--- src/rtl/if_stage_sram.sv ---
// if_stage_sram: instruction-fetch stage of the 5-stage MIPS pipeline.
//
// This block fetches one instruction at a time over a split address/data
// SRAM handshake. It keeps that instruction in a single-entry slot and hands
// it to decode using valid/allowin flow control. The next PC comes from the
// branch bus at handoff time, and there is exactly one delay slot.
//
// Ports
//   clk               rising-edge clock
//   resetn            asynchronous active-low reset
//   ds_allowin        decode accepts an instruction this cycle
//   br_bus            {br_taken, br_target} from decode (combinational)
//   fs_to_ds_valid    slot holds a fetched instruction
//   fs_to_ds_bus      {inst_buf, slot_pc}; the pc field is always live
//   inst_sram_req     fetch request (held until addr_ok)
//   inst_sram_addr    fetch address, always slot_pc
//   inst_sram_addr_ok request accepted this cycle
//   inst_sram_data_ok read data returned this cycle
//   inst_sram_rdata   instruction word, valid with data_ok
module if_stage_sram #(
  parameter logic [31:0] RESET_PC        = 32'hbfc0_0000,
  parameter int          FS_TO_DS_BUS_WD = 64,
  parameter int          BR_BUS_WD       = 33
) (
  input  logic                       clk,
  input  logic                       resetn,
  input  logic                       ds_allowin,
  input  logic [BR_BUS_WD-1:0]       br_bus,
  output logic                       fs_to_ds_valid,
  output logic [FS_TO_DS_BUS_WD-1:0] fs_to_ds_bus,
  output logic                       inst_sram_req,
  output logic [31:0]                inst_sram_addr,
  input  logic                       inst_sram_addr_ok,
  input  logic                       inst_sram_data_ok,
  input  logic [31:0]                inst_sram_rdata
);

  typedef enum logic [1:0] {
    IDLE = 2'd0,
    REQ  = 2'd1,
    WAIT = 2'd2,
    FULL = 2'd3
  } fs_state_e;

  fs_state_e   state;
  fs_state_e   state_nx;
  logic [31:0] slot_pc;
  logic [31:0] slot_pc_nx;
  logic [31:0] inst_buf;
  logic [31:0] inst_buf_nx;

  logic        br_taken;
  logic [31:0] br_target;
  logic [31:0] next_pc;

  assign br_taken  = br_bus[32];
  assign br_target = br_bus[31:0];

  // Decode holds the branch while the delay slot sits here. So a taken
  // branch that is still asserted at the delay slot's handoff redirects the
  // fetch that follows the delay slot. The +4 wraps naturally in 32 bits.
  assign next_pc = br_taken ? br_target : slot_pc + 32'd4;

  // Every output decodes straight from registered state.
  assign inst_sram_req  = (state == REQ);
  assign inst_sram_addr = slot_pc;
  assign fs_to_ds_valid = (state == FULL);
  assign fs_to_ds_bus   = {inst_buf, slot_pc};

  // State register: the slot's PC and instruction word live here
  always_ff @(posedge clk or negedge resetn) begin
    if (!resetn) begin
      state    <= IDLE;
      slot_pc  <= RESET_PC;
      inst_buf <= 32'd0;
    end else begin
      state    <= state_nx;
      slot_pc  <= slot_pc_nx;
      inst_buf <= inst_buf_nx;
    end
  end

  // Next-state logic. data_ok counts only in WAIT, so a stray response
  // outside WAIT cannot corrupt the slot. br_bus is looked at only at handoff.
  always_comb begin
    state_nx    = state;
    slot_pc_nx  = slot_pc;
    inst_buf_nx = inst_buf;
    unique case (state)
      IDLE: state_nx = REQ;
      REQ: begin
        if (inst_sram_addr_ok) state_nx = WAIT;
      end
      WAIT: begin
        if (inst_sram_data_ok) begin
          inst_buf_nx = inst_sram_rdata;
          state_nx    = FULL;
        end
      end
      FULL: begin
        if (ds_allowin) begin
          slot_pc_nx = next_pc;
          state_nx   = REQ;
        end
      end
      default: state_nx = IDLE;
    endcase
  end

endmodule

--- config.mk ---
export PLATFORM = sky130hd
export DESIGN_NAME = if_stage_sram
export DESIGN_NICKNAME = d
export VERILOG_FILES = /design/src/rtl/if_stage_sram.sv
export SDC_FILE = /design/constraint.sdc
export NUM_CORES = 1
export LEC_CHECK = 0
export BUFFER_PORTS_ARGS = -buffer_cell sky130_fd_sc_hd__buf_2
export CORE_MARGIN = 8
export CORE_UTILIZATION = 42
export CTS_CLUSTER_SIZE = 25
export DETAILED_ROUTE_END_ITERATION = 6
export GPL_ROUTABILITY_DRIVEN = 0
export HOLD_SLACK_MARGIN = 0.06
export PLACE_DENSITY_LB_ADDON = 0.05
export SLEW_MARGIN = 20
export SYNTH_ARGS = -nofsm -noshare
export SYNTH_HDL_FRONTEND = slang
export SYNTH_SLANG_ARGS = --single-unit
--- constraint.sdc ---
create_clock -name clk -period 1.8 [get_ports clk]
set_input_delay 0.36 -clock clk [delete_from_list [all_inputs] [get_ports clk]]
set_output_delay 0.36 -clock clk [all_outputs]
set_load 0.01 [all_outputs]
==> flow_summary.json <==
{
  "status": "finished clean",
  "multiInputGateArea_um2": 1609,
  "layout_commonest_cell": "buf_2",
  "die_y_um": 108.5,
  "grt_max_degree": 67,
  "rows": 33,
  "syn_area_um2": 3592,
  "fillers": 758,
  "synth_nets": 435,
  "finalHoldViolations": 0,
  "synth_cells": 361,
  "ys_ff_latch": 66,
  "synth_edf_count": 0,
  "die_w_um": 108.5,
  "nNetsFinal": 602,
  "routed_wl_um": 10640,
  "synth_flop_cell": "dfrtp_1",
  "path_class": "register to register",
  "path_clk_slew_ns": 0.08,
  "maxCapViolCount": 0,
  "min_period_ns": 1.755,
  "grt_pass1_vias": 3339,
  "synth_async_sr_flop_share": 1.000,
  "drive_above_1_share": 0.5441,
  "drcViolationCount": 0,
  "min-delay-path-class": "input pin to register",
  "cp_data_arrival_time_ns": 2.03,
  "critPathMaxFanout": 10,
  "boundaryPins": 168,
  "cts_num_sinks": 66,
  "wl_per_cell_um": 16.68,
  "worstMarginPinSlew_ns": 0.3958,
  "leakage_nw": 2.317,
  "ir_drop_mv": 1.029,
  "grt_pass1_wl_um": 16540,
  "cp.required_ns": 2.07,
  "yosysUniqueCellTypes": 50,
  "most-common-layout-cells": "167 x buf_2, 50 x dfrtp_1, 38 x buf_4",
  "max_freq_mhz": 569.9,
  "track_usage": 0.1778,
  "power.total_mw": 8.649,
  "finClkSkew_ns": 0.007690,
  "layout.cells.non_filler": 638,
  "yosysWarnings": 0,
  "yosysSeqAreaShare": 0.4629,
  "post-dp-hpwl_um": 8060,
  "antenna_found_initial": 1,
  "vias": 3278,
  "drt_pass1_iterations": 4,
  "ant_nets": 0,
  "setup-violations-final": 0,
  "die-area_um2": 11770,
  "avgSynthCellArea_um2": 9.951,
  "slew_viol_final": 0,
  "power_density_nw_per_um2": 1758,
  "clockRootBuffer": "clkbuf_8",
  "h-tree-depth": 3,
  "post-route-period-util": 0.9748,
  "rsz0062_at_grt": "true",
  "antenna_cells": 0,
  "clockBufferDepth": 2,
  "dp_cells": 619,
  "worstSetupEndpointType": "register",
  "clk_latency_ns": 0.34,
  "drt_iter0_markers": 137,
  "worstSetupStartpointType": "register",
  "initial_core_util": 0.4350,
  "viasPerCell": 5.138,
  "area_delta_synth_final_pct": 36.92,
  "grt-ovfl-total": 0,
  "io_buffers": 167,
  "slew_headroom": 0.7341,
  "seqCellArea_um2": 1672,
  "cts_made_buffers": 9,
  "core_area_um2": 8258,
  "timing.hold.ws_ns": 0.2441,
  "cts_tree": "done"
}
worst max-delay path, stage by stage (launching register included):
cell and delay, ns:
dfrtp_2 0.37, nand3_2 0.10, or4_4 0.63, nor4_4 0.27, nor3b_1 0.08, a211o_1 0.23
power breakdown:
group          total [mW]  switching, mW  internal [mW]
Combinational        4.18           2.23           1.95
Clock                1.69          0.588           1.10
Sequential           2.78          0.478           2.30
kinds of logic (layout without fill, tap and decap cells):
group,after synthesis,after routing,share of synthesized area
muxes,37,37,0.1149
and+or+nand+nor,102,102,0.1519
DFF,66,66,0.4629
AOI/OAI and AO/OA,88,88,0.1533
buffers and inverters,64,236,0.1031
adders and majority gates,4,4,0.01393
synthesized netlist by cell type, types with 3 or more instances:
master	number	area, µm²
o22a_1	3	26.28
mux2_2	34	382.9
ha_1	4	50.05
dfrtp_1	57	1426
nor3_1	18	90.09
buf_4	32	240.2
and3_1	4	25.02
o21ai_0	27	135.1
or3_1	4	25.02
a311oi_1	3	26.28
mux2i_1	3	30.03
clkbuf_1	12	45.04
buf_1	6	22.52
a31oi_1	3	18.77
dfstp_2	9	236.5
and4_1	3	26.28
a2bb2oi_1	5	43.79
nand4_1	5	31.28
nand3_1	15	75.07
nand2_1	22	82.58
inv_1	10	37.54
nor2_1	15	56.30
a21oi_1	25	125.1
o22ai_1	5	31.28
nor4_1	5	31.28
cell type report:
| type | instances | area share |
|---|---|---|
| repair buffers | 209 | 0.2422 |
| clock buffers | 10 | 0.02798 |
| clock inverters | 6 | 0.02773 |
| inverters | 11 | 0.008395 |
| well taps | 105 | 0.02671 |
| multi-input cells | 231 | 0.3271 |
| flip-flops and latches | 66 | 0.3399 |
metrics by stage:
stage / setup TNS (ns) / utilization / worst slack (ns) / area (µm²)
2_1_floorplan: 0 / - / 0.01007 / 3622
5_1_grt: -0.03104 / 0.5956 / -0.01663 / 4918
4_1_cts: 0 / 0.5909 / 0.01337 / 4880
6_report: 0 / 0.5956 / 0.04543 / 4918
3_5_place_dp: -0.1079 / 0.5556 / -0.06708 / 4588
3_3_place_gp: 0 / 0.5556 / 0.03958 / 4588
state kept, by name (all words and copies together) (netlist names):
name            cells
inst_buf           32
inst_sram_addr     32
state               2
worst paths after layout:
| path | start | to | slack, ns | cells past startpoint |
|---|---|---|---|---|
| worst max-delay path | inst_sram_addr[9] | inst_sram_addr[27] | 0.05 | 5 |
| worst min-delay path | inst_sram_rdata[15] | inst_buf[15] | 0.24 | 2 |
| worst max register to register | inst_sram_addr[9] | inst_sram_addr[27] | 0.05 | 5 |
| worst min register to register | inst_buf[3] | inst_buf[3] | 0.50 | 1 |
| max in group asynchronous | resetn | inst_sram_addr[22] | 0.90 | 3 |
| min in group asynchronous | resetn | inst_buf[2] | 0.54 | 3 |
routing by layer:
metal	vias to the layer above	track usage	wire, µm
li1	1616	-	-
met1	1529	0.2243	4477
met2	117	0.2738	5009
met3	14	0.06425	1023
met4	2	0.06452	123
met5	-	0	10
what timing repair did:
action / in CTS / in global routing
endpoints found under the setup margin: 2 / 10
hold buffers: 1 / 0
pin swaps: 0 / 5
gates cloned: 0 / 0
endpoints found under the hold margin: 57 / 0
setup buffers: 0 / 2
gates resized for setup: 2 / 6
Power figures use the tool's default switching activity.
